$ cat config.mk
export PLATFORM = sky130hd
export DESIGN_NAME = dphy_tx_lane_sequencer_flat
export DESIGN_NICKNAME = d
export VERILOG_FILES = /design/src/rtl/dphy_tx_lane_sequencer_if.sv /design/src/rtl/dphy_tx_lane_sequencer.sv /design/src/flat_wrapper.sv
export SDC_FILE = /design/constraint.sdc
export NUM_CORES = 1
export LEC_CHECK = 0
export ABC_AREA = 1
export BUFFER_PORTS_ARGS = -buffer_cell sky130_fd_sc_hd__buf_4
export CAP_MARGIN = 5
export CORE_ASPECT_RATIO = 1.4
export CORE_MARGIN = 4
export CORE_UTILIZATION = 40
export CTS_CLUSTER_DIAMETER = 30
export DETAILED_ROUTE_END_ITERATION = 8
export PLACE_DENSITY = 0.69
export SLEW_MARGIN = 20
export SYNTH_ARGS = -nofsm -noshare
export SYNTH_HDL_FRONTEND = slang
export SYNTH_SLANG_ARGS = --single-unit
$ cat constraint.sdc
create_clock -name clk_phy -period 4.2 [get_ports clk_phy]
set_input_delay 0.21 -clock clk_phy [delete_from_list [all_inputs] [get_ports clk_phy]]
set_output_delay 0.21 -clock clk_phy [all_outputs]
set_load 0.01 [all_outputs]
$ cat src/rtl/dphy_tx_lane_sequencer_if.sv
// Host/lane-side signal bundle for the D-PHY TX lane sequencer.
// master = register block and lane instances, slave = the sequencer.
interface dphy_tx_lane_sequencer_if #(
    parameter int LANES   = 4,
    parameter int IDLE_W  = 8,
    parameter int TIMER_W = 16
);
    logic               lines_enable;
    logic               clock_enable;
    logic               clock_continuous;
    logic               ulps_request;
    logic [3:0]         reg_lanes_number;
    logic [IDLE_W-1:0]  idle_timeout;
    logic [TIMER_W-1:0] wakeup_timeout;
    logic [LANES-1:0]   data_pending;
    logic [LANES-1:0]   lane_active;
    logic [LANES-1:0]   lane_ready;
    logic               clk_lane_active;

    logic [LANES-1:0]   lane_enable;
    logic               clk_start_rqst;
    logic               clk_fin_rqst;
    logic               data_hold;
    logic               ulps_enter;
    logic               ulps_exit_mark;
    logic               lines_ready;
    logic               clock_ready;
    logic               lines_active;
    logic               ulps_active;
    logic [3:0]         state_dbg;

    modport master (
        output lines_enable, clock_enable, clock_continuous,
        output ulps_request, reg_lanes_number, idle_timeout,
        output wakeup_timeout, data_pending, lane_active,
        output lane_ready, clk_lane_active,
        input  lane_enable, clk_start_rqst, clk_fin_rqst,
        input  data_hold, ulps_enter, ulps_exit_mark,
        input  lines_ready, clock_ready, lines_active,
        input  ulps_active, state_dbg
    );

    modport slave (
        input  lines_enable, clock_enable, clock_continuous,
        input  ulps_request, reg_lanes_number, idle_timeout,
        input  wakeup_timeout, data_pending, lane_active,
        input  lane_ready, clk_lane_active,
        output lane_enable, clk_start_rqst, clk_fin_rqst,
        output data_hold, ulps_enter, ulps_exit_mark,
        output lines_ready, clock_ready, lines_active,
        output ulps_active, state_dbg
    );
endinterface

$ cat src/rtl/dphy_tx_lane_sequencer.sv
// D-PHY TX lane-group power/clock sequencer for LANES data lanes.
// Define DPHY_TX_ULPS_EN to build the ULPS entry/exit states.
module dphy_tx_lane_sequencer #(
    parameter int LANES   = 4,
    parameter int IDLE_W  = 8,
    parameter int TIMER_W = 16
) (
    input  logic                           clk_phy,
    input  logic                           rst,
    dphy_tx_lane_sequencer_if.slave        bus
);
    typedef enum logic [3:0] {
        ST_IDLE      = 4'd0,
        ST_ENABLE    = 4'd1,
        ST_PARKED    = 4'd2,
        ST_CLK_START = 4'd3,
        ST_ACTIVE    = 4'd4,
        ST_DRAIN     = 4'd5,
        ST_CLK_STOP  = 4'd6,
`ifdef DPHY_TX_ULPS_EN
        ST_ULPS      = 4'd7,
        ST_WAKEUP    = 4'd8,
`endif
        ST_DISABLE   = 4'd9
    } state_t;

    localparam logic [3:0] LANES_N = 4'(LANES);

    state_t             state_q, state_d;
    logic [LANES-1:0]   mask_q, mask_d, mask_new;
    logic [IDLE_W-1:0]  idle_cnt_q, idle_cnt_d;
    logic [LANES-1:0]   lane_enable_q, lane_enable_d;
    logic               clk_start_q, clk_start_d;
    logic               clk_fin_q, clk_fin_d;
    logic               data_hold_q, data_hold_d;
    logic               lines_ready_q, lines_ready_d;
    logic               clock_ready_q, clock_ready_d;
    logic               lines_active_q, lines_active_d;
    logic [3:0]         lanes_n;
    logic               ready_all, ready_none;
    logic               pending_any, busy_any, idle_hit;
    logic               ulps_req;

    always_comb begin
        lanes_n = bus.reg_lanes_number;
        if (lanes_n == 4'd0)
            lanes_n = 4'd1;
        else if (lanes_n > LANES_N)
            lanes_n = LANES_N;
        mask_new = '0;
        for (int i = 0; i < LANES; i++)
            mask_new[i] = 4'(i) < lanes_n;
    end

    // Unmasked lanes are forced out of every lane condition here.
    assign ready_all   = &(bus.lane_ready | ~mask_q);
    assign ready_none  = ~|(bus.lane_ready & mask_q);
    assign pending_any = |(bus.data_pending & mask_q);
    assign busy_any    = |(bus.lane_active & mask_q);
    assign idle_hit    = !pending_any && !busy_any
                         && (idle_cnt_q >= bus.idle_timeout);

`ifdef DPHY_TX_ULPS_EN
    logic [TIMER_W-1:0] wake_cnt_q, wake_cnt_d;
    logic               ulps_enter_q, ulps_enter_d;
    logic               ulps_mark_q, ulps_mark_d;
    logic               ulps_active_q, ulps_active_d;
    assign ulps_req = bus.ulps_request;
`else
    logic unused_ulps;
    assign ulps_req    = 1'b0;
    assign unused_ulps = ^{bus.ulps_request, bus.wakeup_timeout};
`endif

    always_comb begin
        state_d = state_q;
        unique case (state_q)
            ST_IDLE:
                if (bus.lines_enable) state_d = ST_ENABLE;
            ST_ENABLE:
                if (!bus.lines_enable) state_d = ST_DISABLE;
                else if (ready_all)    state_d = ST_PARKED;
            ST_PARKED:
                if (!bus.lines_enable) state_d = ST_DISABLE;
`ifdef DPHY_TX_ULPS_EN
                else if (ulps_req)     state_d = ST_ULPS;
`endif
                else if (bus.clock_enable
                         && (bus.clock_continuous || pending_any))
                    state_d = ST_CLK_START;
            ST_CLK_START:
                if (bus.clk_lane_active) state_d = ST_ACTIVE;
            ST_ACTIVE:
                if (!bus.lines_enable || ulps_req || !bus.clock_enable
                    || (!bus.clock_continuous && idle_hit))
                    state_d = ST_DRAIN;
            ST_DRAIN:
                if (!busy_any) state_d = ST_CLK_STOP;
            ST_CLK_STOP:
                if (!bus.clk_lane_active) state_d = ST_PARKED;
`ifdef DPHY_TX_ULPS_EN
            ST_ULPS:
                if (!ulps_req || !bus.lines_enable) state_d = ST_WAKEUP;
            ST_WAKEUP:
                if (wake_cnt_q == '0) state_d = ST_PARKED;
`endif
            ST_DISABLE:
                if (ready_none) state_d = ST_IDLE;
            default:
                state_d = ST_IDLE;
        endcase
    end

    always_comb begin
        mask_d = mask_q;
        if (state_q == ST_IDLE && state_d == ST_ENABLE)
            mask_d = mask_new;

        idle_cnt_d = '0;
        if (state_q == ST_ACTIVE && !pending_any && !busy_any)
            idle_cnt_d = (idle_cnt_q == '1) ? idle_cnt_q : idle_cnt_q + 1'b1;

        // Outputs follow the state being entered so they line up with state_q.
        lane_enable_d  = (state_d inside {ST_IDLE, ST_DISABLE}) ? '0 : mask_d;
        clk_start_d    = state_d == ST_CLK_START;
        clk_fin_d      = state_d == ST_CLK_STOP && state_q != ST_CLK_STOP;
        data_hold_d    = state_d inside {ST_PARKED, ST_CLK_START,
                                         ST_DRAIN, ST_CLK_STOP};
        lines_ready_d  = state_d inside {ST_PARKED, ST_CLK_START, ST_ACTIVE,
                                         ST_DRAIN, ST_CLK_STOP};
        clock_ready_d  = state_d == ST_ACTIVE;
        lines_active_d = busy_any;
`ifdef DPHY_TX_ULPS_EN
        wake_cnt_d = wake_cnt_q;
        if (state_d == ST_WAKEUP && state_q != ST_WAKEUP)
            wake_cnt_d = bus.wakeup_timeout;
        else if (state_q == ST_WAKEUP && wake_cnt_q != '0)
            wake_cnt_d = wake_cnt_q - 1'b1;
        ulps_enter_d  = state_d inside {ST_ULPS, ST_WAKEUP};
        ulps_mark_d   = state_d == ST_WAKEUP;
        ulps_active_d = state_q == ST_ULPS && state_d == ST_ULPS;
`endif
    end

    always_ff @(posedge clk_phy) begin
        if (rst) begin
            state_q        <= ST_IDLE;
            mask_q         <= '0;
            idle_cnt_q     <= '0;
            lane_enable_q  <= '0;
            clk_start_q    <= 1'b0;
            clk_fin_q      <= 1'b0;
            data_hold_q    <= 1'b0;
            lines_ready_q  <= 1'b0;
            clock_ready_q  <= 1'b0;
            lines_active_q <= 1'b0;
        end else begin
            state_q        <= state_d;
            mask_q         <= mask_d;
            idle_cnt_q     <= idle_cnt_d;
            lane_enable_q  <= lane_enable_d;
            clk_start_q    <= clk_start_d;
            clk_fin_q      <= clk_fin_d;
            data_hold_q    <= data_hold_d;
            lines_ready_q  <= lines_ready_d;
            clock_ready_q  <= clock_ready_d;
            lines_active_q <= lines_active_d;
        end
    end

`ifdef DPHY_TX_ULPS_EN
    always_ff @(posedge clk_phy) begin
        if (rst) begin
            wake_cnt_q    <= '0;
            ulps_enter_q  <= 1'b0;
            ulps_mark_q   <= 1'b0;
            ulps_active_q <= 1'b0;
        end else begin
            wake_cnt_q    <= wake_cnt_d;
            ulps_enter_q  <= ulps_enter_d;
            ulps_mark_q   <= ulps_mark_d;
            ulps_active_q <= ulps_active_d;
        end
    end

    assign bus.ulps_enter     = ulps_enter_q;
    assign bus.ulps_exit_mark = ulps_mark_q;
    assign bus.ulps_active    = ulps_active_q;
`else
    assign bus.ulps_enter     = 1'b0;
    assign bus.ulps_exit_mark = 1'b0;
    assign bus.ulps_active    = 1'b0;
`endif

    assign bus.lane_enable    = lane_enable_q;
    assign bus.clk_start_rqst = clk_start_q;
    assign bus.clk_fin_rqst   = clk_fin_q;
    assign bus.data_hold      = data_hold_q;
    assign bus.lines_ready    = lines_ready_q;
    assign bus.clock_ready    = clock_ready_q;
    assign bus.lines_active   = lines_active_q;
    assign bus.state_dbg      = state_q;
endmodule

$ cat src/flat_wrapper.sv
// flat-port wrapper written by rule: the top's interface ports become plain ports
module dphy_tx_lane_sequencer_flat 
#(
    parameter int LANES   = 4,
    parameter int IDLE_W  = 8,
    parameter int TIMER_W = 16
)
  (clk_phy, rst, bus_lines_enable, bus_clock_enable, bus_clock_continuous, bus_ulps_request, bus_reg_lanes_number, bus_idle_timeout, bus_wakeup_timeout, bus_data_pending, bus_lane_active, bus_lane_ready, bus_clk_lane_active, bus_lane_enable, bus_clk_start_rqst, bus_clk_fin_rqst, bus_data_hold, bus_ulps_enter, bus_ulps_exit_mark, bus_lines_ready, bus_clock_ready, bus_lines_active, bus_ulps_active, bus_state_dbg);
  dphy_tx_lane_sequencer_if #(.LANES(LANES), .IDLE_W(IDLE_W), .TIMER_W(TIMER_W)) bus_i ();
  input  logic clk_phy;
  input  logic rst;
  input wire logic [$bits(bus_i.lines_enable)-1:0] bus_lines_enable;
  input wire logic [$bits(bus_i.clock_enable)-1:0] bus_clock_enable;
  input wire logic [$bits(bus_i.clock_continuous)-1:0] bus_clock_continuous;
  input wire logic [$bits(bus_i.ulps_request)-1:0] bus_ulps_request;
  input wire logic [$bits(bus_i.reg_lanes_number)-1:0] bus_reg_lanes_number;
  input wire logic [$bits(bus_i.idle_timeout)-1:0] bus_idle_timeout;
  input wire logic [$bits(bus_i.wakeup_timeout)-1:0] bus_wakeup_timeout;
  input wire logic [$bits(bus_i.data_pending)-1:0] bus_data_pending;
  input wire logic [$bits(bus_i.lane_active)-1:0] bus_lane_active;
  input wire logic [$bits(bus_i.lane_ready)-1:0] bus_lane_ready;
  input wire logic [$bits(bus_i.clk_lane_active)-1:0] bus_clk_lane_active;
  output wire logic [$bits(bus_i.lane_enable)-1:0] bus_lane_enable;
  output wire logic [$bits(bus_i.clk_start_rqst)-1:0] bus_clk_start_rqst;
  output wire logic [$bits(bus_i.clk_fin_rqst)-1:0] bus_clk_fin_rqst;
  output wire logic [$bits(bus_i.data_hold)-1:0] bus_data_hold;
  output wire logic [$bits(bus_i.ulps_enter)-1:0] bus_ulps_enter;
  output wire logic [$bits(bus_i.ulps_exit_mark)-1:0] bus_ulps_exit_mark;
  output wire logic [$bits(bus_i.lines_ready)-1:0] bus_lines_ready;
  output wire logic [$bits(bus_i.clock_ready)-1:0] bus_clock_ready;
  output wire logic [$bits(bus_i.lines_active)-1:0] bus_lines_active;
  output wire logic [$bits(bus_i.ulps_active)-1:0] bus_ulps_active;
  output wire logic [$bits(bus_i.state_dbg)-1:0] bus_state_dbg;
  assign bus_i.lines_enable = bus_lines_enable;
  assign bus_i.clock_enable = bus_clock_enable;
  assign bus_i.clock_continuous = bus_clock_continuous;
  assign bus_i.ulps_request = bus_ulps_request;
  assign bus_i.reg_lanes_number = bus_reg_lanes_number;
  assign bus_i.idle_timeout = bus_idle_timeout;
  assign bus_i.wakeup_timeout = bus_wakeup_timeout;
  assign bus_i.data_pending = bus_data_pending;
  assign bus_i.lane_active = bus_lane_active;
  assign bus_i.lane_ready = bus_lane_ready;
  assign bus_i.clk_lane_active = bus_clk_lane_active;
  assign bus_lane_enable = bus_i.lane_enable;
  assign bus_clk_start_rqst = bus_i.clk_start_rqst;
  assign bus_clk_fin_rqst = bus_i.clk_fin_rqst;
  assign bus_data_hold = bus_i.data_hold;
  assign bus_ulps_enter = bus_i.ulps_enter;
  assign bus_ulps_exit_mark = bus_i.ulps_exit_mark;
  assign bus_lines_ready = bus_i.lines_ready;
  assign bus_clock_ready = bus_i.clock_ready;
  assign bus_lines_active = bus_i.lines_active;
  assign bus_ulps_active = bus_i.ulps_active;
  assign bus_state_dbg = bus_i.state_dbg;
  dphy_tx_lane_sequencer #(.LANES(LANES), .IDLE_W(IDLE_W), .TIMER_W(TIMER_W)) u_core (.clk_phy(clk_phy), .rst(rst), .bus(bus_i));
endmodule
# --- Word level (Yosys, flattened, before mapping) ---
# Index checks and enable logic that the tools add are counted.
op_classes:
  n_addsub: 1
  n_mul: 0
  div: 0
  magnitude_cmp: 6
  eq_ne: 16
  n_shift: 0
  mux: 14
  bitwise: 6
  reduce_logical: 28
op_table:
  columns: ["cell", "n"]
  rows:
  - ["4-bit 2-to-1 mux", 13]
  - ["4-bit case mux with 8 select lines", 1]
  - ["4-bit by 3-bit equality test with 1-bit output (second input constant)", 6]
  - ["4-bit by 2-bit equality test with 1-bit output (second input constant)", 4]
  - ["4-bit AND", 3]
  - ["4-bit logical NOT", 3]
  - ["4-bit OR reduction", 3]
  - ["8-bit by 1-bit adder with 8-bit output (second input constant)", 1]
  - ["4-bit by 1-bit equality test with 1-bit output (second input constant)", 2]
  - ["4-bit equality test (second input constant)", 2]
  - ["8-bit equality test (second input constant)", 1]
  - ["8-bit >= comparator", 1]
  - ["1-bit logical AND", 8]
  - ["1-bit by 4-bit less-than comparator with 1-bit output (first input constant)", 2]
  - ["2-bit by 4-bit less-than comparator with 1-bit output (first input constant)", 2]
  - ["1-bit logical NOT", 5]
  - ["5-bit nonzero test", 1]
  - ["4-bit by 3-bit > comparator with 1-bit output (second input constant)", 1]
  - ["4-bit by 3-bit inequality test with 1-bit output (second input constant)", 1]
  - ["4-bit inverter", 1]
  - ["4-bit bitwise OR", 1]
  - ["4-bit AND reduction", 1]
  - ["4-bit nonzero test", 1]
  - ["2-bit OR reduction", 2]
  - ["other kinds (3)", 5]
totals:
  ff_bits: 26
  latch_bits: 0
  mem_bits_rw: 0
  romBits: 0
  output_inout_bits: 17
  word_cells: 81
  n_memories: 0

# --- Logic depth before layout (Yosys ltp) ---
logic_depth:
  ltp_word: 12
  ltp_mapped: 15
  mapped_depth_nobuf: 15

# --- Worst setup path after synthesis ---
# Ideal clock, no wire load.
synth_path:
  path_kind: "reg2reg"
  from: "reg u_core.idle_cnt_q[0]"
  to: "reg u_core.lane_enable_q[1] (netlist: u_core.bus.lane_enable[1])"
  arrival_time_ns: 1.444
  required_time_ns: 4.078
  setup_slack_ns: 2.634
  stages_incl_launch_ff: 15
  n_path_buf: 0
  period_less_slack_ns: 1.566
  cell_sequence: "dfxtp_1 -> inv_1 -> ha_1 -> nand2_1 -> nor2_1 -> nor2_1 -> nand2_1 -> nand2_1 -> nand2_1 -> nand2_1 -> nand2_1 -> a21oi_4 -> nand2_1 -> nand2_2 -> nor2_1"
synth_between:
  elab_chain_cells: 9
synth_rtl:
  columns: ["item", "line", "text"]
  rows:
  - ["start, declared", "dphy_tx_lane_sequencer.sv:31", "logic [IDLE_W-1:0] idle_cnt_q, idle_cnt_d;"]
  - ["start signal, assigned", "dphy_tx_lane_sequencer.sv:160", "idle_cnt_q <= idle_cnt_d;"]
  - ["8-bit >= comparator *", "dphy_tx_lane_sequencer.sv:61", "&& (idle_cnt_q >= bus.idle_timeout);"]
  - ["1-bit logical AND *", "dphy_tx_lane_sequencer.sv:61", null]
  - ["1-bit logical AND *", "dphy_tx_lane_sequencer.sv:95", "|| (!bus.clock_continuous && idle_hit))"]
  - ["1-bit logical OR *", "dphy_tx_lane_sequencer.sv:95", null]
  - ["4-bit 2-to-1 mux *", "dphy_tx_lane_sequencer.sv:94", "if (!bus.lines_enable || ulps_req || !bus.clock_enable"]
  - ["4-bit case mux with 8 select lines *", "dphy_tx_lane_sequencer.sv:77", "unique case (state_q)"]
  - ["4-bit equality test, or another cell as far along", "dphy_tx_lane_sequencer.sv:124", "lane_enable_d = (state_d inside {ST_IDLE, ST_DISABLE}) ? '0 : mask_d;"]
  - ["2-bit nonzero test or 1-bit logical AND (tied branches)", "dphy_tx_lane_sequencer.sv:124, dphy_tx_lane_sequencer.sv:116", null]
  - ["2-bit OR reduction (no source line) or 4-bit 2-to-1 mux (tied branches)", null, null]
  - ["end signal, assigned", "dphy_tx_lane_sequencer.sv:161", "lane_enable_q <= lane_enable_d;"]
  - ["end, declared", "dphy_tx_lane_sequencer.sv:32", "logic [LANES-1:0] lane_enable_q, lane_enable_d;"]
# Every way passes the cells marked *; elsewhere a longest branch is shown, timed or not.
# A chain may end at the register's enable or synchronous reset.

# --- Worst setup path in the final report ---
layout_path:
  from: "reg u_core.idle_cnt_q[0]"
  to: "reg u_core.lane_enable_q[3] (netlist: u_core.bus.lane_enable[3])"
# The elaborated chain is that of the path after synthesis.

==> results.md <==
* Status: completed
* Crit path capture type: register
* Crit path time final at 1.790 ns
* Multi-input gate area at 860.8 um2
* Top cell type by total area after synthesis: dfxtp_1
* Setup ws final at 2.410 ns
* Final worst-path cycle share at 42.61%
* Total CTS buffers at 3
* Final instance area at 1978 um2
* Synthesis-to-finish area growth at 27.60%
* Nets at about 330
* Vias in the first global route at 1,426
* Initial antenna violation count at 0
* CTS Hold Bufs at 0
* Hold slack at 0.2214 ns
* CP arrival at 1.95 ns
* Setup violations, final at 0
* Post-Route Skew at 0.001706 ns
* Most numerous cell in the Yosys netlist: nand2_1
* Yosys top cell area share at between 30% and 40%
* Inst Count DP at 315
* Bufs and invs on worst path at 1
* Via count at between 1,500 and 2,000
* Max FO, Critical Path at 5
* Bufs on Longest Clock Path at 2
* # DRC at 0
* Fmax at around 0.56 GHz
* TritonCTS clock tree: done
* First-iteration detailed-routing DRC count at 56
* Main area contributors after synthesis: dfxtp_1 (34%), nand2_1 (14%), inv_1 (8.5%)
* Root Driver: clkbuf_8
* Width of the die at 60.62 um
* Die Ht at 81.66 um
* Routability cong. at 0.8578
* Total gr overflow at 0
* Worst-path clk slew at 0.09 ns
* 1st-pass router iterations at 4
* Final std cells w/o fill at 319
* Share of layout cells above drive strength 1 at 25.27%
* Async set-reset flop share out of synthesis at 0%
* HPWL after detailed placement at 2826 um
* Cell count after synthesis at 232
* Postcts setup bufs at 0
* Number of enable flip-flop cells after synthesis at 0
* Seq/Total Area, Yosys at 33.58%
* Static leakage at 1.045 nW
* Most used DFF post-synth: dfxtp_1
* #FFs+latches synth at 26
* CP startpoint kind: register
* Setup slack at placement at 2.416 ns
* Vias/cell at 4.727
* Core Footprint at 3709 um2
* Reg2reg setup slack at 2.41 ns
* Largest net degree at the start of global routing at 16
* CP top delay family: simple AND/OR/NAND/NOR gates
* Netlist cell types at 31
* First-pass GRT wire length at 5727 um
* Top post-synthesis cells by count: nand2_1 (58), inv_1 (35), nor2_1 (34)
* Routed Antenna Nets at 0
* Crit-path slowest cell: dfxtp_1
* H-Tree Depth at 1
* Die area at 4950 um2
* Ys Warns at 0
* CP max stage delay at roughly 0.4 ns
* Row Count at 26
* Design Power at 0.6457 mW
* Core Util, Final at 53.34%
* RSZ-0062 raised after global routing: no
* Tot GR Track Use at 14.77%
* I/O Pins at 64
* Clock sinks at 26
* Fill cell count at 404
* Syn avg cell area at 6.682 um2
* Number of buffers added on ports at 43
* Peak supply drop at 0.0002104 V
* Critical path cell sequence: inv_1, ha_1, nand2_1, nor2_1, nor2_1, nand2_1, nand2_1, nand2_1, nand2_1, nand2_1, a21oi_4, nand2_1, nand2_2, nor2_1
* Final Hold Fails at 0
* Post-CTS sizing at 0
* Area after DPL at 1907 um2
* WL/cell at 10.45 um
* Mapped Area at 1550 um2
* Worst path required time at 4.36 ns
* Pwr Density at 326.4 nW/um2
* Max-Cap Viols at 0
* Hold Path Class: primary input to register
* Antenna Cells at 0
* TNS Setup at 0 ns
* Initial core utilization at a little over two fifths
* Clk_lat worst skew at 0.27 ns
* FF+latch area at 520.5 um2
* Cell mode on critical path: nand2_1
* Final WL at between 3000 and 4000 um
* Slew Viols, Final at 0
* Crit path kind: register to register
-- layout by cell type (no fill, tap or decap) --
cell / netlist / final
nor2_1: 34 / 34
o21ai_1: 3 / 3
nand3_1: 7 / 7
xor2_1: 2 / 2
a211oi_1: 1 / 1
o21ai_0: 8 / 8
bufinv_16: 0 / 1
nand2_2: 5 / 5
o21ai_2: 3 / 3
conb_1: 1 / 3
nand4_2: 1 / 1
and3_1: 1 / 1
or2_2: 1 / 1
inv_2: 5 / 5
nor2_2: 2 / 2
nor4_1: 1 / 1
ha_1: 9 / 9
nor2_4: 2 / 2
nor3_1: 2 / 2
clkbuf_8: 0 / 3
nand3b_1: 1 / 1
nor3_2: 2 / 2
a21oi_4: 1 / 1
buf_4: 3 / 43
a21oi_2: 1 / 1
nand2_1: 58 / 58
inv_1: 35 / 35
nand4_1: 5 / 5
dfxtp_1: 26 / 26
and2_1: 1 / 1
o21a_1: 1 / 1
a21oi_1: 9 / 9
-- final cells by class --
type | count | share of cell area (%)
Sequential cell | 26 | 26.31
Inverter | 40 | 7.590
Timing Repair Buffer | 43 | 16.32
Clock inverter | 1 | 1.518
Tap cell | 42 | 2.657
Multi-Input combinational cell | 164 | 43.52
Clock buffer | 3 | 2.087
-- logic make-up after synthesis --
kind of cell / after synthesis / synth area share, %
buffers and inverters: 44 / 11.38
flip-flops: 26 / 33.58
adder cells (fa/ha/maj): 9 / 7.264
other: 1 / 0.2419
AO/OA/AOI/OAI: 27 / 10.74
XOR/XNOR: 2 / 1.130
AND/OR/NAND/NOR: 123 / 35.67
-- registers in the layout (all words and copies together), names as in the netlist --
signal,count
u_core.idle_cnt_q,8
u_core.bus.lane_enable,4
u_core.bus.clock_ready,1
u_core.bus.state_dbg,4
u_core.bus.clk_start_rqst,1
u_core.bus.lines_ready,1
u_core.bus.clk_fin_rqst,1
u_core.bus.lines_active,1
u_core.mask_q,4
u_core.bus.data_hold,1
-- power by group --
group,internal (mW),switching (mW),total (mW),leakage [nW]
sequential,0.265,0.0177,0.283,0.212
combinational,0.0685,0.0882,0.157,0.797
clock,0.127,0.0785,0.206,0.0357
-- metal layers --
layer | part of all wire (%) | track usage (%) | vias up
li1 | - | - | 805
met1 | 37 | 15.11 | 650
met2 | 53 | 28.16 | 44
met3 | 7.5 | 3.302 | 9
met4 | 2.2 | 5.423 | 0
met5 | 0 | 0 | -
-- worst paths after layout --
check | startpoint | endpoint | cells after the start
worst max register to register | u_core.idle_cnt_q[0]$_SDFFE_PP0P_ | u_core.bus.lane_enable[3]$_SDFF_PP0_ | 14
worst max-delay path | u_core.idle_cnt_q[0]$_SDFFE_PP0P_ | u_core.bus.lane_enable[3]$_SDFF_PP0_ | 14
worst min register to register | u_core.idle_cnt_q[0]$_SDFFE_PP0P_ | u_core.idle_cnt_q[0]$_SDFFE_PP0P_ | 1
worst min-delay path | rst | u_core.bus.state_dbg[1]$_SDFF_PP0_ | 2
Note: power is estimated with default switching activity, not from simulation.
